**src/rtl/uart_autobaud_pkg.sv**
```systemverilog
// Shared types and constants for the UART auto-baud controller.
package uart_autobaud_pkg;

  typedef enum logic [2:0] {
    ST_IDLE,
    ST_GUARD,
    ST_WAIT_EDGE,
    ST_MEASURE,
    ST_CALC
  } ab_state_t;

  localparam logic [1:0] ERR_NONE     = 2'b00;
  localparam logic [1:0] ERR_TOO_FAST = 2'b01;
  localparam logic [1:0] ERR_TOL      = 2'b10;
  localparam logic [1:0] ERR_TIMEOUT  = 2'b11;

  // Falling edges in a 0x55 sync character (start bit plus four data zeros).
  localparam logic [2:0] SYNC_EDGES = 3'd5;

endpackage

```
**src/rtl/uart_rx_edge_sync.sv**
```systemverilog
// Two-flop RX synchroniser plus history flop; flags a falling edge with a
// fixed latency so that edge-to-edge intervals are exact.
module uart_rx_edge_sync (
  input  logic i_clk,
  input  logic i_rst_n,
  input  logic i_rx,
  output logic o_rx_sync,
  output logic o_fall
);

  logic r_meta;
  logic r_sync;
  logic r_prev;

  // Preset to 1 so an idle line never produces a spurious edge out of reset.
  always_ff @(posedge i_clk or negedge i_rst_n) begin
    if (!i_rst_n) begin
      r_meta <= 1'b1;
      r_sync <= 1'b1;
      r_prev <= 1'b1;
    end else begin
      r_meta <= i_rx;
      r_sync <= r_meta;
      r_prev <= r_sync;
    end
  end

  assign o_rx_sync = r_sync;
  assign o_fall    = r_prev & ~r_sync;

endmodule

```
**src/rtl/uart_autobaud_ctrl.sv**
```systemverilog
// Auto-baud controller: measures a 0x55 sync character on RX and derives the
// x16-oversampling divider (baud_val) and optional eighths fraction.
module uart_autobaud_ctrl
  import uart_autobaud_pkg::*;
#(
  parameter bit          BAUD_VAL_FRCTN_EN = 1'b0,
  parameter int unsigned CNT_W             = 20,
  parameter int unsigned TOL_SHIFT         = 2,
  parameter int unsigned IDLE_GUARD        = 16
) (
  input  logic        clk,
  input  logic        reset_n,
  input  logic        start,
  input  logic        abort,
  input  logic        rx,
  output logic [12:0] baud_val,
  output logic [2:0]  baud_val_fraction,
  output logic        cfg_valid,
  output logic        busy,
  output logic        done,
  output logic        err,
  output logic [1:0]  err_code
);

  localparam int unsigned    GW       = $clog2(IDLE_GUARD + 1);
  localparam logic [CNT_W:0] BAUD_MAX = (CNT_W + 1)'(13'h1FFF);

  ab_state_t        r_state;
  logic [GW-1:0]    r_guard;
  logic [CNT_W-1:0] r_c;
  logic [CNT_W-1:0] r_ival;
  logic [CNT_W-1:0] r_i1;
  logic [2:0]       r_edge;
  logic [12:0]      r_baud;
  logic [2:0]       r_frac;
  logic             r_cfg_valid;
  logic             r_done;
  logic             r_err;
  logic [1:0]       r_err_code;

  logic             w_rx;
  logic             w_fall;
  logic [CNT_W-1:0] w_c_inc;
  logic [CNT_W-1:0] w_ival;
  logic [CNT_W-1:0] w_diff;
  logic [CNT_W-1:0] w_tol;
  logic             w_tol_fail;
  logic [2:0]       w_edge_nxt;
  logic [CNT_W:0]   w_c_ext;
  logic [CNT_W:0]   w_q;
  logic [CNT_W:0]   w_r;
  logic [CNT_W:0]   w_int;
  logic [CNT_W:0]   w_int_m1;
  logic             w_too_fast;
  logic [12:0]      w_baud;
  logic [2:0]       w_frac;

  uart_rx_edge_sync u_sync (
    .i_clk    (clk),
    .i_rst_n  (reset_n),
    .i_rx     (rx),
    .o_rx_sync(w_rx),
    .o_fall   (w_fall)
  );

  assign w_c_inc    = r_c + CNT_W'(1);
  // Interval includes the current cycle, so it equals the true edge spacing.
  assign w_ival     = r_ival + CNT_W'(1);
  assign w_edge_nxt = r_edge + 3'd1;
  assign w_diff     = (w_ival >= r_i1) ? (w_ival - r_i1) : (r_i1 - w_ival);
  assign w_tol      = r_i1 >> TOL_SHIFT;
  assign w_tol_fail = (w_diff > w_tol);

  assign w_c_ext    = {1'b0, r_c};
  assign w_q        = (w_c_ext + (CNT_W + 1)'(8)) >> 4;
  assign w_r        = (w_c_ext + (CNT_W + 1)'(64)) >> 7;
  assign w_int      = BAUD_VAL_FRCTN_EN ? (w_q >> 3) : w_r;
  assign w_too_fast = BAUD_VAL_FRCTN_EN ? (w_q < (CNT_W + 1)'(8)) : (w_r == '0);
  assign w_int_m1   = w_int - (CNT_W + 1)'(1);
  assign w_baud     = (w_int_m1 > BAUD_MAX) ? 13'h1FFF : w_int_m1[12:0];
  assign w_frac     = BAUD_VAL_FRCTN_EN ? w_q[2:0] : 3'b000;

  always_ff @(posedge clk or negedge reset_n) begin
    if (!reset_n) begin
      r_state     <= ST_IDLE;
      r_guard     <= '0;
      r_c         <= '0;
      r_ival      <= '0;
      r_i1        <= '0;
      r_edge      <= '0;
      r_baud      <= '0;
      r_frac      <= '0;
      r_cfg_valid <= 1'b0;
      r_done      <= 1'b0;
      r_err       <= 1'b0;
      r_err_code  <= ERR_NONE;
    end else begin
      r_done <= 1'b0;
      r_err  <= 1'b0;
      if (abort && (r_state != ST_IDLE)) begin
        r_state <= ST_IDLE;
      end else begin
        case (r_state)
          ST_IDLE: begin
            if (start && !abort) begin
              r_state     <= ST_GUARD;
              r_guard     <= '0;
              r_err_code  <= ERR_NONE;
              r_cfg_valid <= 1'b0;
            end
          end
          ST_GUARD: begin
            if (!w_rx) begin
              r_guard <= '0;
            end else if (r_guard == GW'(IDLE_GUARD - 1)) begin
              r_guard <= '0;
              r_state <= ST_WAIT_EDGE;
            end else begin
              r_guard <= r_guard + GW'(1);
            end
          end
          ST_WAIT_EDGE: begin
            if (w_fall) begin
              r_c     <= '0;
              r_ival  <= '0;
              r_edge  <= 3'd1;
              r_state <= ST_MEASURE;
            end
          end
          ST_MEASURE: begin
            r_c    <= w_c_inc;
            r_ival <= w_ival;
            if (w_c_inc == '1) begin
              r_err      <= 1'b1;
              r_err_code <= ERR_TIMEOUT;
              r_state    <= ST_IDLE;
            end else if (w_fall) begin
              r_ival <= '0;
              r_edge <= w_edge_nxt;
              if (r_edge == 3'd1) begin
                r_i1 <= w_ival;
              end else if (w_tol_fail) begin
                r_err      <= 1'b1;
                r_err_code <= ERR_TOL;
                r_state    <= ST_IDLE;
              end else if (w_edge_nxt == SYNC_EDGES) begin
                r_state <= ST_CALC;
              end
            end
          end
          ST_CALC: begin
            r_state <= ST_IDLE;
            if (w_too_fast) begin
              r_err      <= 1'b1;
              r_err_code <= ERR_TOO_FAST;
            end else begin
              r_baud      <= w_baud;
              r_frac      <= w_frac;
              r_cfg_valid <= 1'b1;
              r_done      <= 1'b1;
            end
          end
          default: r_state <= ST_IDLE;
        endcase
      end
    end
  end

  assign baud_val          = r_baud;
  assign baud_val_fraction = r_frac;
  assign cfg_valid         = r_cfg_valid;
  assign busy              = (r_state != ST_IDLE);
  assign done              = r_done;
  assign err               = r_err;
  assign err_code          = r_err_code;

endmodule

```
**config.mk**
```make
export PLATFORM = sky130hd
export DESIGN_NAME = uart_autobaud_ctrl
export DESIGN_NICKNAME = d
export VERILOG_FILES = /design/src/rtl/uart_autobaud_pkg.sv /design/src/rtl/uart_rx_edge_sync.sv /design/src/rtl/uart_autobaud_ctrl.sv
export SDC_FILE = /design/constraint.sdc
export NUM_CORES = 1
export LEC_CHECK = 0
export ABC_AREA = 1
export BUFFER_PORTS_ARGS = -buffer_cell sky130_fd_sc_hd__buf_2
export CAP_MARGIN = 20
export CORE_MARGIN = 4
export CORE_UTILIZATION = 25
export DETAILED_ROUTE_END_ITERATION = 10
export GPL_TIMING_DRIVEN = 0
export PLACE_DENSITY = 0.39
export SYNTH_ARGS = -nofsm -noshare
export SYNTH_HDL_FRONTEND = slang
export SYNTH_SLANG_ARGS = --single-unit
export TNS_END_PERCENT = 20
```
**constraint.sdc**
```tcl
create_clock -name clk -period 7.9 [get_ports clk]
set_input_delay 1.58 -clock clk [delete_from_list [all_inputs] [get_ports clk]]
set_output_delay 1.58 -clock clk [all_outputs]
set_load 0.1 [all_outputs]
```
# Word level (Yosys, flattened, before mapping)
# Cells that the tools add are included.
[word_totals] register_bits=92 latch_bits=0 ramBits=0 rom_bits=0 inputBits=5 out_inout_bits=22 word_cells=118 mem_count=0
[classes] addsub=8 multipliers=0 div_mod_pow=0 n_lt_le_gt_ge=3 eq_ne=24 shift=0 mux=46 bitwise=5 n_reduce_logical=18
[op_table] cell="20-bit 2-to-1 mux" count=4
[op_table] cell="20-bit one-hot mux with 2 select lines" count=2
[op_table] cell="20-bit by 1-bit adder with 20-bit output, second input constant" count=2
[op_table] cell="20-bit subtractor" count=2
[op_table] cell="3-bit 2-to-1 mux" count=13
[op_table] cell="20-bit by 7-bit adder with 21-bit output, second input constant" count=1
[op_table] cell="21-bit by 13-bit greater-than comparator with 1-bit output, second input constant" count=1
[op_table] cell="21-bit zero test" count=1
[op_table] cell="20-bit == test, second input constant" count=1
[op_table] cell="20-bit greater-or-equal comparator" count=1
[op_table] cell="20-bit by 18-bit greater-than comparator with 1-bit output" count=1
[op_table] cell="5-bit 2-to-1 mux" count=3
[op_table] cell="14-bit by 1-bit subtractor with 15-bit output, second input constant" count=1
[op_table] cell="7-bit AND reduction" count=2
[op_table] cell="13-bit 2-to-1 mux" count=1
[op_table] cell="2-bit 2-to-1 mux" count=6
[op_table] cell="3-bit inequality test, second input constant" count=4
[op_table] cell="3-bit one-hot mux with 4 select lines" count=1
[op_table] cell="1-bit 2-to-1 mux" count=11
[op_table] cell="5-bit one-hot mux with 2 select lines" count=1
[op_table] cell="5-bit AND reduction" count=2
[op_table] cell="3-bit by 2-bit inequality test with 1-bit output, second input constant" count=3
[op_table] cell="3-bit AND reduction" count=3
[op_table] cell="2-bit inequality test, second input constant" count=4
[op_table] cell="other kinds (21)" count=33

# Depth between registers and ports, before layout
# Gate-level depths: netlist of the first run.
[logic_depth] depth_word=10 mapped_depth=40 depth_no_buf=39

# By module
# A second synthesis of the first run with hierarchy kept.
[hier_totals] cells_unflattened=1274 area_unflattened_um2=8323.0
[by_module_without_submodules] mod="uart_autobaud_ctrl" n_inst=1 cells_per_inst=1269 area_per_inst_um2=8234.1
[by_module_without_submodules] mod="uart_rx_edge_sync" n_inst=1 cells_per_inst=5 area_per_inst_um2=88.8

# Worst setup path after synthesis of the first run
# Ideal clock, no wire load.
[synth_path] path_type="register to register" from="register r_ival[0]" to="register r_err_code[0] (netlist: err_code[0])" arrival_time_ns=4.526 required_ns=7.778 path_slack_ns=3.252 stages_incl_launch_ff=38 path_buffers=2 synth_period_minus_slack_ns=4.648 cell_sequence="dfrtp_1 nand3_1 nor2_1 nand2_1 nor2_1 nand2_1 nor2_1 nand2_1 nor4_1 xor2_1 inv_1 ha_1 nand2_1 nor2_1 inv_1 o21ai_0 nor2_1 nand2_1 [2 not listed] mux2i_1 xnor2_1 inv_1 ha_1 nand2_1 nor2_1 and2_1 nand2_1 nand3_1 nand2_1 nand2_1 nand2_1 a21oi_1 nor2_2 nand3_1 nand3_1 nand2_1 nand2_1"
[synth_via] elab_chain_len=6 elab_cells_between_ends=8 classes_between="add/sub: 3; order compare: 2; eq/ne: 1; mux: 1; reduce/logical: 1"
[synth_lines] element="start: declaration" line="uart_autobaud_ctrl.sv:31" text="logic [CNT_W-1:0] r_ival;"
[synth_lines] element="start signal: assignment" line="uart_autobaud_ctrl.sv:132" text="r_ival <= w_ival;"
[synth_lines] element="20-bit by 1-bit adder with 20-bit output *" line="uart_autobaud_ctrl.sv:68" text="assign w_ival = r_ival + CNT_W'(1);"
[synth_lines] element="via w_ival[19]" line="uart_autobaud_ctrl.sv:44" text="logic [CNT_W-1:0] w_ival;"
[synth_lines] element="20-bit subtractor or 20-bit greater-or-equal comparator (tied branches)" line="uart_autobaud_ctrl.sv:70" text="assign w_diff = (w_ival >= r_i1) ? (w_ival - r_i1) : (r_i1 - w_ival);"
[synth_lines] element="20-bit 2-to-1 mux *" line="uart_autobaud_ctrl.sv:70"
[synth_lines] element="20-bit by 18-bit greater-than comparator with 1-bit output *" line="uart_autobaud_ctrl.sv:72" text="assign w_tol_fail = (w_diff > w_tol);"
[synth_lines] element="3-bit inequality test (no source line) *"
[synth_lines] element="7-bit AND reduction (no source line) *"
[synth_lines] element="end signal: assignment" line="uart_autobaud_ctrl.sv:96" text="r_err_code <= ERR_NONE;"
[synth_lines] element="end signal: assignment" line="uart_autobaud_ctrl.sv:108" text="r_err_code <= ERR_NONE;"
[synth_lines] element="end signal: assignment" line="uart_autobaud_ctrl.sv:135" text="r_err_code <= ERR_TIMEOUT;"
[synth_lines] element="end: declaration" line="uart_autobaud_ctrl.sv:39" text="logic [1:0] r_err_code;"
# Mark *: on every way through the listed nets, which the timed path passes. The rest lies on a longest branch.
# A chain may end at the register's enable or synchronous reset.

# Worst setup path in the final report of the first run
[layout_path] from="register r_ival[0]" to="register r_state[0]"
[layout_via] elab_chain_len=10 elab_cells_between_ends=14 classes_between="add/sub: 3; order compare: 2; eq/ne: 1; mux: 7; reduce/logical: 1"
[layout_lines] element="20-bit by 1-bit adder with 20-bit output *" line="uart_autobaud_ctrl.sv:68"
[layout_lines] element="via w_ival[19]" line="uart_autobaud_ctrl.sv:44"
[layout_lines] element="20-bit subtractor or 20-bit greater-or-equal comparator (tied branches)" line="uart_autobaud_ctrl.sv:70"
[layout_lines] element="20-bit 2-to-1 mux *" line="uart_autobaud_ctrl.sv:70"
[layout_lines] element="20-bit by 18-bit greater-than comparator with 1-bit output *" line="uart_autobaud_ctrl.sv:72"
[layout_lines] element="3-bit 2-to-1 mux" line="uart_autobaud_ctrl.sv:142" text="end else if (w_tol_fail) begin"
[layout_lines] element="3-bit 2-to-1 mux" line="uart_autobaud_ctrl.sv:140" text="if (r_edge == 3'd1) begin"
[layout_lines] element="3-bit 2-to-1 mux" line="uart_autobaud_ctrl.sv:137" text="end else if (w_fall) begin"
[layout_lines] element="3-bit 2-to-1 mux" line="uart_autobaud_ctrl.sv:133" text="if (w_c_inc == '1) begin"
[layout_lines] element="3-bit one-hot mux with 4 select lines" line="uart_autobaud_ctrl.sv:103" text="case (r_state)"
[layout_lines] element="3-bit 2-to-1 mux" line="uart_autobaud_ctrl.sv:100" text="if (abort && (r_state != ST_IDLE)) begin"
[layout_lines] element="end signal: assignment" line="uart_autobaud_ctrl.sv:101" text="r_state <= ST_IDLE;"
[layout_lines] element="end signal: assignment" line="uart_autobaud_ctrl.sv:106" text="r_state <= ST_GUARD;"
[layout_lines] element="end signal: assignment" line="uart_autobaud_ctrl.sv:136" text="r_state <= ST_IDLE;"
[layout_lines] element="end: declaration" line="uart_autobaud_ctrl.sv:28" text="ab_state_t r_state;"
# Mark *: on every way through the listed nets, which the timed path passes. The rest lies on a longest branch. The select of a mux whose other input is x is not followed.

==> impl_metrics.prom, run 1 <==
# TYPE chip_impl_metric gauge
chip_impl_info{name="status",value="finished, final reports clean"} 1
chip_impl_metric{name="fmaxAchievable",unit="GHz"} 0.166
chip_impl_metric{name="grt-ovfl-total",unit=""} 0
chip_impl_metric{name="number_of_clock_buffers_inserted_by_tritoncts",unit=""} 9
chip_impl_info{name="hold_path_startpoint",value="u_sync.r_meta"} 1
chip_impl_metric{name="diodes",unit=""} 0
chip_impl_metric{name="fin_tns_setup",unit="ns"} 0
chip_impl_info{name="critPathLaunch",value="r_ival[0]"} 1
chip_impl_metric{name="vias",unit=""} 7650
chip_impl_metric{name="maximum_clock_skew_at_final_layout",unit="ns"} 0.0156
chip_impl_metric{name="via_per_inst",unit=""} 4.43
chip_impl_metric{name="finalCritPeriodShare",unit="%"} 76.4
chip_impl_info{name="grt_setup_unrepaired",value="no"} 1
chip_impl_metric{name="cts_sinks",unit=""} 92
chip_impl_metric{name="synth-seq-area-share",unit="%"} 27.7
chip_impl_info{name="reg2reg_from",value="r_ival[0]"} 1
chip_impl_metric{name="floorplan.initialDensity",unit="%"} 25.4
chip_impl_metric{name="clk_path_buf_depth",unit=""} 2
chip_impl_metric{name="remaining_drcs",unit=""} 0
chip_impl_info{name="synth_flop_cell",value="sky130_fd_sc_hd__dfrtp_1"} 1
chip_impl_info{name="critPathSlowestCell",value="sky130_fd_sc_hd__xor2_1"} 1
chip_impl_metric{name="worstPathRequired",unit="ns"} 8.20
chip_impl_metric{name="detailed_route_iter0_violations",unit=""} 376
chip_impl_metric{name="drt-total-wl",unit="mm"} 24.7
chip_impl_metric{name="synth_seq_cells",unit=""} 92
chip_impl_metric{name="fin_crit",unit="ns"} 6.04
chip_impl_metric{name="cap_viol_max_count",unit=""} 0
chip_impl_metric{name="core",unit="um2"} 32700
chip_impl_metric{name="final_layout_size_suffix_gt1_share",unit="%"} 9.80
chip_impl_info{name="crit_path_end_kind",value="flop"} 1
chip_impl_metric{name="fp.dieArea",unit="um2"} 36300
chip_impl_metric{name="htree_levels",unit=""} 3
chip_impl_metric{name="gp_congestion",unit=""} 0.814
chip_impl_metric{name="global_route.usage.total",unit="%"} 14.1
chip_impl_metric{name="synth-edff-count",unit=""} 0
chip_impl_metric{name="final-setup-viol-count",unit=""} 0
chip_impl_metric{name="fp.dieH",unit="um"} 190
chip_impl_metric{name="die_x",unit="um"} 190
chip_impl_metric{name="synth_area_per_cell",unit="um2"} 6.69
chip_impl_metric{name="grt_pass1_vias",unit=""} 7829
chip_impl_metric{name="slew_headroom",unit="%"} 51.6
chip_impl_metric{name="area_growth_syn_to_layout",unit="%"} 12.3
chip_impl_metric{name="synth-warning-count",unit=""} 0
chip_impl_info{name="criticalPathCategory",value="flop to flop"} 1
chip_impl_metric{name="core.rowCount",unit=""} 66
chip_impl_metric{name="final_max_slew_viol_count",unit=""} 0
chip_impl_info{name="setup.worst_path.end",value="r_state[0]"} 1
chip_impl_metric{name="cts_clock_pin_slew_for_the_worst_setup_and_hold_paths",unit="ns"} 0.08
chip_impl_info{name="hold_path_class",value="flop to flop"} 1
chip_impl_info{name="cts_tree",value="done"} 1
chip_impl_info{name="mostFrequentLayoutCell",value="sky130_fd_sc_hd__nand2_1"} 1
chip_impl_metric{name="finalHoldViolations",unit=""} 0
chip_impl_metric{name="grt_antenna_before_repair",unit=""} 0
chip_impl_metric{name="ys_async_sr_fraction",unit="%"} 100
chip_impl_metric{name="detailed_placer_s_ending_hpwl",unit="mm"} 20.1
chip_impl_metric{name="post-route-util",unit="%"} 28.6
chip_impl_metric{name="synthesis.instances",unit=""} 1244
chip_impl_metric{name="synth_cell_type_count",unit=""} 50
chip_impl_metric{name="num-nets-final",unit=""} 1355
chip_impl_metric{name="latest_clock_arrival_within_the_worst_skew_pair",unit="ns"} 0.36
chip_impl_metric{name="worst-endpoint-arrival",unit="ns"} 6.33
chip_impl_metric{name="detail_route.first_pass.iterations",unit=""} 5
chip_impl_metric{name="wire_per_inst",unit="um"} 14.3
chip_impl_metric{name="post-cts-setup-buffer-count",unit=""} 0
chip_impl_metric{name="timing_worst_slew_pin_value",unit="ns"} 0.718
chip_impl_info{name="rr_endpoint",value="r_state[0]"} 1
chip_impl_metric{name="post_cts_resized",unit=""} 0
chip_impl_info{name="cp_common_cell",value="sky130_fd_sc_hd__nand2_1"} 1
chip_impl_metric{name="post_synthesis_instance_area",unit="um2"} 8320
chip_impl_metric{name="reg2reg_setup_slack",unit="ns"} 1.86
chip_impl_metric{name="crit_path_max_incr_delay",unit="ns"} 0.45
chip_impl_metric{name="rr_worst_depth",unit=""} 33
chip_impl_metric{name="path_max_fanout",unit=""} 10
chip_impl_metric{name="ios",unit=""} 27
chip_impl_info{name="worstSetupStartpointType",value="flop"} 1
chip_impl_info{name="clock-root-buffer",value="sky130_fd_sc_hd__clkbuf_16"} 1
chip_impl_metric{name="grt_max_degree",unit=""} 64
chip_impl_metric{name="grt_first_pass_wirelength",unit="mm"} 41.1
chip_impl_metric{name="route.antenna.remaining_nets",unit=""} 0
chip_impl_metric{name="post_cts_hold_buffer_count",unit=""} 0
chip_impl_metric{name="port_buffers",unit=""} 23
chip_impl_info{name="mostFrequentLayoutCells",value="336 x sky130_fd_sc_hd__nand2_1, 200 x sky130_fd_sc_hd__inv_1, 130 x sky130_fd_sc_hd__nor2_1"} 1
==> worst min path at each step <==
stage,cells past startpoint,slack [ns],to
finish,0,0.36,u_sync.o_rx_sync
global route,0,0.37,u_sync.o_rx_sync
CTS,0,0.36,u_sync.o_rx_sync
detailed placement,0,0.35,u_sync.o_rx_sync
global placement,0,0.35,u_sync.o_rx_sync
floorplan,0,0.35,u_sync.o_rx_sync
==> routing by layer <==
layer	wire (um)	GRT usage (%)	up-vias
met3	457	1.68	23
met2	11300	23.2	66
met5	0	0	-
met1	12600	19.8	3552
met4	365	3.56	0
li1	-	-	4009
==> critical path: cells and delay by family (launching register included) <==
kind                     cells  cell delay, ns
AND/OR/NAND/NOR             21            3.01
buffers and inverters        5            0.72
adder cells (fa/ha/maj)      2            0.62
XOR/XNOR                     2            0.61
flip-flops                   1            0.41
multiplexers                 1            0.36
AO/OA/AOI/OAI                2            0.25
==> area by class of cell <==
| type | count | area, um2 |
|---|---|---|
| multi-input combinational | 923 | 5110 |
| clock buffer | 9 | 225 |
| tap | 442 | 553 |
| clock inverter | 7 | 91.3 |
| timing repair buffer | 24 | 145 |
| inverter | 209 | 785 |
| fill | 3699 | 23400 |
| buffer | 22 | 131 |
| sequential | 92 | 2310 |
==> metrics by stage <==
step                      setup slack (ns)  instance area (um2)  hold WS [ns]  cells
after floorplan                       3.25                 8330         0.345   1246
after global placement                1.79                 9000         0.347   1711
after detailed placement              1.81                 9030         0.349   1712
after CTS                             1.79                 9340         0.361   1728
after global routing                  1.06                 9340         0.372   1728
final                                 1.86                 9340         0.359   1728
==> synth_stat cells (15+ instances only) <==
library cell	n	area share, %
sky130_fd_sc_hd__nand3_2	15	1.8
sky130_fd_sc_hd__nand2_2	15	1.1
sky130_fd_sc_hd__nor2_1	130	5.9
sky130_fd_sc_hd__o22ai_1	22	1.7
sky130_fd_sc_hd__nand2_1	336	15
sky130_fd_sc_hd__ha_1	67	10
sky130_fd_sc_hd__xor2_1	26	2.7
sky130_fd_sc_hd__a21oi_1	48	2.9
sky130_fd_sc_hd__nand3_1	69	4.1
sky130_fd_sc_hd__dfrtp_1	89	27
sky130_fd_sc_hd__o21ai_0	57	3.4
sky130_fd_sc_hd__inv_1	200	9.0
==> kinds of logic after synthesis <==
kind of cell               count (synthesis)  share of synthesized area (%)
buffers and inverters                    231                           11.0
DFF                                       92                           27.7
muxes                                      8                          0.962
AOI/OAI and AO/OA                        173                           12.0
adders and majority gates                 69                           10.6
and+or+nand+nor                          630                           33.4
other                                      1                         0.0451
xor gates and xnor gates                  40                           4.30
==> registers in the layout, indices dropped and copies added, names as in the netlist <==
name and count:
r_state 3, r_c 20, r_guard 5, r_edge 3
u_sync.r_prev 1, u_sync.r_meta 1, cfg_valid 1, err_code 2
baud_val 13, r_ival 20, r_i1 20, done 1
err 1, u_sync.o_rx_sync 1
Power of run 1 is not shown: default switching activity piles up to over one toggle a cycle in this logic, so the estimate is an artifact.
==> run 2, diff against run 1 <==
--- a/config.mk
+++ b/config.mk
@@ -5,14 +5,14 @@
 export SDC_FILE = /design/constraint.sdc
 export NUM_CORES = 1
 export LEC_CHECK = 0
-export ABC_AREA = 1
+export ABC_AREA = 0
 export BUFFER_PORTS_ARGS = -buffer_cell sky130_fd_sc_hd__buf_2
 export CAP_MARGIN = 20
 export CORE_MARGIN = 4
 export CORE_UTILIZATION = 25
 export DETAILED_ROUTE_END_ITERATION = 10
 export GPL_TIMING_DRIVEN = 0
-export PLACE_DENSITY = 0.39
+export PLACE_DENSITY = 0.4
 export SYNTH_ARGS = -nofsm -noshare
 export SYNTH_HDL_FRONTEND = slang
 export SYNTH_SLANG_ARGS = --single-unit
==> constraint.sdc (replaced) <==
create_clock -name clk -period 5.3 [get_ports clk]
set_input_delay 1.06 -clock clk [delete_from_list [all_inputs] [get_ports clk]]
set_output_delay 1.06 -clock clk [all_outputs]
set_load 0.1 [all_outputs]
==> run 2 against run 1 <==
Effect of this change: the flow now finishes with violations (negative setup slack); routed wire length shrank 9.4%; critical path depth down 4; first-iteration DRC count shrank 6.4%; via count decreased by 11%; count of clock-buffer cells in the layout rose by 1; critical endpoint is now err_code[1]; register-to-register slack worse by 2.7 ns.
==> impl_metrics.prom, run 2 <==
# TYPE chip_impl_metric gauge
chip_impl_info{name="worstSetupStartpointType",value="flop"} 1
chip_impl_info{name="synth.top_cells.by_count",value="106 x sky130_fd_sc_hd__nand2_1, 97 x sky130_fd_sc_hd__o21ai_0, 89 x sky130_fd_sc_hd__dfrtp_1"} 1
chip_impl_metric{name="grt-ovfl-total",unit=""} 0
chip_impl_metric{name="route.antenna.remaining_nets",unit=""} 0
chip_impl_metric{name="synth_area_per_cell",unit="um2"} 8.05
chip_impl_metric{name="final_cell_area",unit="um2"} 9510
chip_impl_metric{name="fmaxAchievable",unit="GHz"} 0.162
chip_impl_metric{name="maximum_clock_skew_at_final_layout",unit="ns"} 0.00831
chip_impl_metric{name="dpl_cell_area",unit="um2"} 8440
chip_impl_metric{name="timing_worst_slew_pin_value",unit="ns"} 0.753
chip_impl_info{name="synth_top_family_by_area",value="simple AND/OR/NAND/NOR gates"} 1
chip_impl_metric{name="cap_viol_max_count",unit=""} 0
chip_impl_metric{name="crit_path_max_incr_delay",unit="ns"} 0.43
chip_impl_metric{name="worst-endpoint-arrival",unit="ns"} 6.42
chip_impl_info{name="grt_setup_unrepaired",value="yes"} 1
chip_impl_metric{name="global_route.usage.total",unit="%"} 13.6
chip_impl_metric{name="synth_cell_type_count",unit=""} 70
chip_impl_info{name="criticalPathCategory",value="flop to flop"} 1
chip_impl_metric{name="remaining_drcs",unit=""} 0
chip_impl_metric{name="fp.dieH",unit="um"} 182
chip_impl_metric{name="number_of_clock_buffers_inserted_by_tritoncts",unit=""} 9
chip_impl_metric{name="final_max_slew_viol_count",unit=""} 0
chip_impl_metric{name="fin_crit",unit="ns"} 6.18
chip_impl_metric{name="grt_max_degree",unit=""} 57
chip_impl_metric{name="synth-edff-count",unit=""} 0
chip_impl_metric{name="cts_sinks",unit=""} 92
chip_impl_metric{name="post_synthesis_compound_gate_area_fraction",unit="%"} 21.2
chip_impl_metric{name="worst_ir_drop_vdd",unit="uV"} 242
chip_impl_metric{name="final.setup.worst_slack",unit="ns"} -0.875
chip_impl_metric{name="finalCritPeriodShare",unit="%"} 117
chip_impl_metric{name="p_sw",unit="mW"} 1.94
chip_impl_metric{name="wire_per_inst",unit="um"} 15.7
chip_impl_metric{name="gp_congestion",unit=""} 0.807
chip_impl_metric{name="rr_worst_depth",unit=""} 29
chip_impl_metric{name="path_max_fanout",unit=""} 9
chip_impl_metric{name="detailed_route_iter0_violations",unit=""} 352
chip_impl_info{name="mostFrequentLayoutCell",value="sky130_fd_sc_hd__nand2_1"} 1
chip_impl_metric{name="slew_headroom",unit="%"} 49.8
chip_impl_metric{name="fin_tns_setup",unit="ns"} -4.70
chip_impl_metric{name="ios",unit=""} 27
chip_impl_metric{name="p_per_area",unit="nW/um2"} 453
chip_impl_info{name="hold_path_class",value="flop to flop"} 1
chip_impl_info{name="synth_flop_cell",value="sky130_fd_sc_hd__dfrtp_1"} 1
chip_impl_metric{name="cts_clock_pin_slew_for_the_worst_setup_and_hold_paths",unit="ns"} 0.07
chip_impl_metric{name="floorplan.initialDensity",unit="%"} 25.4
chip_impl_metric{name="drt-total-wl",unit="mm"} 22.3
chip_impl_info{name="mostFrequentLayoutCells",value="102 x sky130_fd_sc_hd__nand2_1, 94 x sky130_fd_sc_hd__o21ai_0, 83 x sky130_fd_sc_hd__dfrtp_1"} 1
chip_impl_info{name="critPathSlowestCell",value="sky130_fd_sc_hd__dfrtp_1"} 1
chip_impl_metric{name="core",unit="um2"} 29800
chip_impl_metric{name="fp.dieArea",unit="um2"} 33200
chip_impl_metric{name="static-leakage-power",unit="nW"} 4.31
chip_impl_metric{name="synth-warning-count",unit=""} 0
chip_impl_metric{name="post_synthesis_instance_area",unit="um2"} 7580
chip_impl_metric{name="yosys.area_share.simple",unit="%"} 21.4
chip_impl_metric{name="clk_path_buf_depth",unit=""} 2
chip_impl_metric{name="port_buffers",unit=""} 23
chip_impl_info{name="clock-root-buffer",value="sky130_fd_sc_hd__clkbuf_16"} 1
chip_impl_metric{name="synthesis.instances",unit=""} 941
chip_impl_metric{name="core.rowCount",unit=""} 63
chip_impl_metric{name="die_x",unit="um"} 182
chip_impl_info{name="synthMostInstantiatedCell",value="sky130_fd_sc_hd__nand2_1"} 1
chip_impl_info{name="synthDominantAreaCellType",value="sky130_fd_sc_hd__dfrtp_1"} 1
chip_impl_metric{name="grt_pass1_vias",unit=""} 6784
chip_impl_metric{name="detailed_placer_s_ending_hpwl",unit="mm"} 16.8
chip_impl_info{name="violations",value="negative setup slack"} 1
chip_impl_metric{name="fin_worst_hold_slack",unit="ns"} 0.358
chip_impl_info{name="synth.area.top_cells",value="sky130_fd_sc_hd__dfrtp_1 29%, sky130_fd_sc_hd__ha_1 11%, sky130_fd_sc_hd__o21ai_0 6.4%, sky130_fd_sc_hd__a21oi_1 5.8%, sky130_fd_sc_hd__nand2_1 5.3%"} 1
chip_impl_metric{name="finalHoldViolations",unit=""} 0
chip_impl_metric{name="latest_clock_arrival_within_the_worst_skew_pair",unit="ns"} 0.36
chip_impl_metric{name="post-route-util",unit="%"} 31.9
chip_impl_metric{name="synth_mux_area_share",unit="%"} 1.80
chip_impl_info{name="reg_top3",value="r_c x20, r_i1 x20, r_ival x20"} 1
chip_impl_metric{name="htree_levels",unit=""} 3
chip_impl_metric{name="power_frac_seq",unit="%"} 19.4
chip_impl_metric{name="share_of_synthesized_cell_area_in_full_adder_half_adder_and_majority_cells",unit="%"} 11.6
chip_impl_metric{name="p_sw_share",unit="%"} 45.1
chip_impl_metric{name="vias",unit=""} 6811
chip_impl_metric{name="final_layout_size_suffix_gt1_share",unit="%"} 21.3
chip_impl_metric{name="hold-path-cell-count",unit=""} 0
chip_impl_metric{name="pwr-share-comb",unit="%"} 64.5
chip_impl_metric{name="detail_route.first_pass.iterations",unit=""} 5
chip_impl_metric{name="synth-seq-area-share",unit="%"} 30.4
chip_impl_metric{name="internal-power",unit="mW"} 2.36
chip_impl_info{name="crit_path_end_kind",value="flop"} 1
chip_impl_metric{name="clkPwrFrac",unit="%"} 16.1
chip_impl_metric{name="post_synth_xor_area_fraction",unit="%"} 7.51
chip_impl_info{name="status",value="finished, violations left"} 1
chip_impl_metric{name="diodes",unit=""} 0
chip_impl_metric{name="num-nets-final",unit=""} 1105
chip_impl_info{name="cts_tree",value="done"} 1
chip_impl_metric{name="final-setup-viol-count",unit=""} 6
chip_impl_metric{name="post_cts_hold_buffer_count",unit=""} 0
chip_impl_metric{name="synth.top_cell.area_share",unit="%"} 29.4
chip_impl_metric{name="ys_async_sr_fraction",unit="%"} 100
chip_impl_metric{name="worstPathRequired",unit="ns"} 5.55
chip_impl_metric{name="grt_antenna_before_repair",unit=""} 0
chip_impl_metric{name="via_per_inst",unit=""} 4.78
chip_impl_metric{name="grt_first_pass_wirelength",unit="mm"} 37.0
chip_impl_metric{name="area_growth_syn_to_layout",unit="%"} 25.5
chip_impl_metric{name="synth_seq_cells",unit=""} 92
run 2: cell types whose count changed after synthesis, sizes merged, moves of 10 or more:
cell	change
inv	-150
o22ai	-20
buf	+16
nor2b	+10
clkbuf	+12
xnor2	+20
o21ai	+33
nand4	+10
nor2	-79
nand2b	+11
a21oi	+42
nand3	-51
nand2	-246
nor3	+16
run 2: metal layers:
| layer | global-route usage, % | routed length [um] | part of all wire [%] |
|---|---|---|---|
| met3 | 1.40 | 416 | 1.9 |
| met5 | 0 | 0 | 0 |
| met1 | 19.1 | 11100 | 50 |
| met2 | 22.2 | 10400 | 47 |
| met4 | 3.90 | 403 | 1.8 |
run 2: area by class of cell:
class | instances | area [um2]
well taps | 390 | 488
inverters | 57 | 214
repair buffers | 78 | 583
flip-flops and latches | 92 | 2310
multi-input cells | 744 | 5310
fillers | 3201 | 20300
clock buffers | 10 | 239
clock inverters | 6 | 71.3
plain buffers | 49 | 290
run 2: power by group through the flow:
stage	clock, mW	sequential [mW]	combinational [mW]
after global placement	0	0.855	2.40
final	0.693	0.835	2.78
after detailed placement	0	0.854	2.38
after CTS	0.717	0.835	2.74
after floorplan	0	0.909	1.70
after global routing	0.745	0.850	3.05
run 2: final timing paths:
| kind | from | end | slack, ns |
|---|---|---|---|
| setup / recovery | r_ival[1] | err_code[1] | -0.88 |
| hold / removal | u_sync.r_meta | u_sync.o_rx_sync | 0.36 |
| setup reg to reg | r_ival[1] | err_code[1] | -0.88 |
| hold reg to reg | u_sync.r_meta | u_sync.o_rx_sync | 0.36 |
| max in group asynchronous | reset_n | r_ival[12] | 3.84 |
| min in group asynchronous | reset_n | baud_val[1] | 0.76 |
run 2: stage by stage:
stage               cells  worst slack, ns  power [mW]
finish               1426           -0.875        4.31
global route         1426            -1.14        4.65
CTS                  1414           -0.832        4.29
detailed placement   1357            -1.78        3.23
global placement     1356            -1.90        3.26
floorplan             943          0.00297        2.61
run 2: logic make-up after synthesis:
| logic type | count (synthesis) |
|---|---|
| AOI/OAI and AO/OA | 268 |
| muxes | 13 |
| xor gates and xnor gates | 65 |
| other | 1 |
| DFF | 92 |
| buffers and inverters | 107 |
| adders and majority gates | 69 |
| and+or+nand+nor | 326 |
run 2: critical path, delay by kind of cell, from the launching register on:
| kind | cells | cell delay (ns) |
|---|---|---|
| xor gates and xnor gates | 1 | 0.24 |
| buffers and inverters | 6 | 0.84 |
| AOI/OAI and AO/OA | 13 | 2.71 |
| DFF | 1 | 0.43 |
| muxes | 1 | 0.14 |
| and+or+nand+nor | 5 | 0.97 |
| adders and majority gates | 3 | 0.72 |
run 2: what timing repair did:
action	4_1_cts	5_1_grt
setup buffers	41	13
pin swaps	43	28
endpoints found under the hold margin	0	0
gates resized for setup	50	22
gates cloned	0	0
setup endpoints to repair	6	6
(Power assumes the default switching activity.)
==> run 3, diff against run 2 <==
--- a/config.mk
+++ b/config.mk
@@ -10,6 +10,7 @@
 export CAP_MARGIN = 20
 export CORE_MARGIN = 4
 export CORE_UTILIZATION = 25
+export CTS_BUF_LIST = sky130_fd_sc_hd__clkbuf_16
 export DETAILED_ROUTE_END_ITERATION = 10
 export GPL_TIMING_DRIVEN = 0
 export PLACE_DENSITY = 0.4
==> run 3 against run 2 <==
Effect of this change: highest routed layer unchanged; worst setup slack improved by 0.037 ns; routed wire length decreased by 0.13%; fmax increased by 0.61%; die area unchanged; power decreased by 1.0%; the run still ends with negative setup slack left; critical path depth unchanged; clock power decreased by 2%; non-clock buffer count increased by 2; flip-flop and latch count unchanged; clock skew decreased by 0.00065 ns; count of clock-buffer cells in the layout decreased by 1.
==> impl_metrics.prom, run 3 (synthesized netlist as in run 2, its figures left out) <==
# TYPE chip_impl_metric gauge
chip_impl_metric{name="crit_path_max_incr_delay",unit="ns"} 0.43
chip_impl_metric{name="fp.dieArea",unit="um2"} 33200
chip_impl_metric{name="worst_ir_drop_vdd",unit="uV"} 242
chip_impl_metric{name="fp.dieH",unit="um"} 182
chip_impl_metric{name="grt-ovfl-total",unit=""} 0
chip_impl_metric{name="detailed_route_iter0_violations",unit=""} 355
chip_impl_metric{name="route.antenna.remaining_nets",unit=""} 0
chip_impl_info{name="critPathSlowestCell",value="sky130_fd_sc_hd__dfrtp_1"} 1
chip_impl_metric{name="worstPathRequired",unit="ns"} 5.55
chip_impl_metric{name="grt_first_pass_wirelength",unit="mm"} 37.0
chip_impl_info{name="hold_path_class",value="flop to flop"} 1
chip_impl_info{name="worstSetupStartpointType",value="flop"} 1
chip_impl_info{name="grt_setup_unrepaired",value="yes"} 1
chip_impl_metric{name="vias",unit=""} 6839
chip_impl_info{name="reg_top3",value="r_c x20, r_i1 x20, r_ival x20"} 1
chip_impl_metric{name="via_per_inst",unit=""} 4.79
chip_impl_metric{name="core",unit="um2"} 29800
chip_impl_metric{name="timing_worst_slew_pin_value",unit="ns"} 0.748
chip_impl_metric{name="clkPwrFrac",unit="%"} 15.9
chip_impl_metric{name="internal-power",unit="mW"} 2.34
chip_impl_metric{name="global_route.usage.total",unit="%"} 13.6
chip_impl_metric{name="fin_crit",unit="ns"} 6.14
chip_impl_metric{name="core.rowCount",unit=""} 63
chip_impl_metric{name="cap_viol_max_count",unit=""} 0
chip_impl_metric{name="static-leakage-power",unit="nW"} 4.31
chip_impl_info{name="violations",value="negative setup slack"} 1
chip_impl_metric{name="fin_tns_setup",unit="ns"} -4.48
chip_impl_metric{name="finalCritPeriodShare",unit="%"} 116
chip_impl_metric{name="num-nets-final",unit=""} 1107
chip_impl_info{name="clock-root-buffer",value="sky130_fd_sc_hd__clkbuf_16"} 1
chip_impl_metric{name="p_sw_share",unit="%"} 45.1
chip_impl_info{name="mostFrequentLayoutCell",value="sky130_fd_sc_hd__nand2_1"} 1
chip_impl_metric{name="htree_levels",unit=""} 3
chip_impl_metric{name="maximum_clock_skew_at_final_layout",unit="ns"} 0.00767
chip_impl_metric{name="port_buffers",unit=""} 23
chip_impl_info{name="critPathTopFamily",value="compound AO/OA/AOI/OAI gates"} 1
chip_impl_metric{name="final.setup.worst_slack",unit="ns"} -0.838
chip_impl_metric{name="path_max_fanout",unit=""} 10
chip_impl_metric{name="p_sw",unit="mW"} 1.92
chip_impl_metric{name="fill_cells",unit=""} 3222
chip_impl_info{name="criticalPathCategory",value="flop to flop"} 1
chip_impl_metric{name="remaining_drcs",unit=""} 0
chip_impl_metric{name="grt_antenna_before_repair",unit=""} 0
chip_impl_metric{name="power",unit="mW"} 4.26
chip_impl_metric{name="dpl_cell_area",unit="um2"} 8440
chip_impl_metric{name="detail_route.first_pass.iterations",unit=""} 5
chip_impl_metric{name="fmaxAchievable",unit="GHz"} 0.163
chip_impl_metric{name="clk_path_buf_depth",unit=""} 2
chip_impl_metric{name="power_frac_seq",unit="%"} 19.6
chip_impl_info{name="mostFrequentLayoutCells",value="102 x sky130_fd_sc_hd__nand2_1, 94 x sky130_fd_sc_hd__o21ai_0, 82 x sky130_fd_sc_hd__dfrtp_1"} 1
chip_impl_metric{name="area_growth_syn_to_layout",unit="%"} 25.6
chip_impl_metric{name="die_x",unit="um"} 182
chip_impl_metric{name="finalHoldViolations",unit=""} 0
chip_impl_metric{name="cts_sinks",unit=""} 92
chip_impl_metric{name="pwr-share-comb",unit="%"} 64.5
chip_impl_metric{name="final-setup-viol-count",unit=""} 6
chip_impl_metric{name="grt_max_degree",unit=""} 57
chip_impl_metric{name="cts_clock_pin_slew_for_the_worst_setup_and_hold_paths",unit="ns"} 0.07
chip_impl_metric{name="slew_headroom",unit="%"} 50.1
chip_impl_metric{name="final_max_slew_viol_count",unit=""} 0
chip_impl_metric{name="detailed_placer_s_ending_hpwl",unit="mm"} 16.8
chip_impl_metric{name="diodes",unit=""} 0
chip_impl_metric{name="ios",unit=""} 27
chip_impl_info{name="cp_common_cell",value="sky130_fd_sc_hd__buf_4"} 1
chip_impl_metric{name="grt_pass1_vias",unit=""} 6747
chip_impl_info{name="cts_tree",value="done"} 1
chip_impl_metric{name="final_cell_area",unit="um2"} 9510
chip_impl_info{name="crit_path_end_kind",value="flop"} 1
chip_impl_metric{name="final_layout_size_suffix_gt1_share",unit="%"} 21.5
chip_impl_metric{name="latest_clock_arrival_within_the_worst_skew_pair",unit="ns"} 0.36
chip_impl_metric{name="worst-endpoint-arrival",unit="ns"} 6.39
chip_impl_info{name="status",value="finished, violations left"} 1
chip_impl_metric{name="post-route-util",unit="%"} 31.9
chip_impl_metric{name="drt-total-wl",unit="mm"} 22.3
chip_impl_metric{name="wire_per_inst",unit="um"} 15.6
chip_impl_metric{name="critical_path_buf_inv_count",unit=""} 9
chip_impl_metric{name="p_per_area",unit="nW/um2"} 448
chip_impl_metric{name="gp_congestion",unit=""} 0.807
chip_impl_metric{name="floorplan.initialDensity",unit="%"} 25.4
chip_impl_metric{name="number_of_clock_buffers_inserted_by_tritoncts",unit=""} 9
## run 3: cell count changes in the layout (fill, tap and decap cells not counted), sizes merged
cell / change
buf: +6
clkinv: +1
clkbuf: -5
## run 3: metal layers
layer	part of all wire, %	track usage [%]	vias to the layer above
met4	1.5	3.63	0
met5	0	0	-
met1	49	19.2	3245
li1	-	-	3475
met2	47	22.2	95
met3	2.0	1.46	24
## run 3: stage by stage
step                hold slack [ns]  instances  worst slack [ns]
floorplan                     0.345        943           0.00297
global placement              0.347       1356             -1.90
detailed placement            0.348       1357             -1.78
CTS                           0.359       1410            -0.892
global route                  0.360       1428             -1.21
finish                        0.358       1428            -0.838
## run 3: power groups by stage
stage	clock, mW	sequential (mW)	combinational [mW]
3_3_place_gp	0	0.855	2.40
3_5_place_dp	0	0.854	2.38
2_1_floorplan	0	0.909	1.70
6_report	0.678	0.834	2.75
5_1_grt	0.731	0.850	3.04
4_1_cts	0.702	0.835	2.70
## run 3: worst paths after layout
check	startpoint	end	slack [ns]	cells after the start
setup / recovery	r_ival[1]	err_code[1]	-0.84	29
hold / removal	u_sync.r_meta	u_sync.o_rx_sync	0.36	0
setup reg to reg	r_ival[1]	err_code[1]	-0.84	29
hold reg to reg	u_sync.r_meta	u_sync.o_rx_sync	0.36	0
max in group asynchronous	reset_n	r_ival[9]	3.84	2
min in group asynchronous	reset_n	baud_val[1]	0.76	1
## run 3: repair_timing
action / CTS / global route
buffers inserted: 37 / 18
hold buffers: 0 / 0
pin swaps: 36 / 29
setup endpoints to repair: 6 / 6
gates resized for setup: 40 / 34
## run 3: cell type report
cell class                      count  area (um2)  share of cell area (%)
Multi-Input combinational cell    744        5320                    56.0
Sequential cell                    92        2310                    24.3
Inverter                           57         214                    2.25
Tap cell                          390         488                    5.13
Buffer                             50         299                    3.14
Clock buffer                        9         225                    2.37
Timing Repair Buffer               79         574                    6.04
Clock inverter                      7        75.1                   0.789
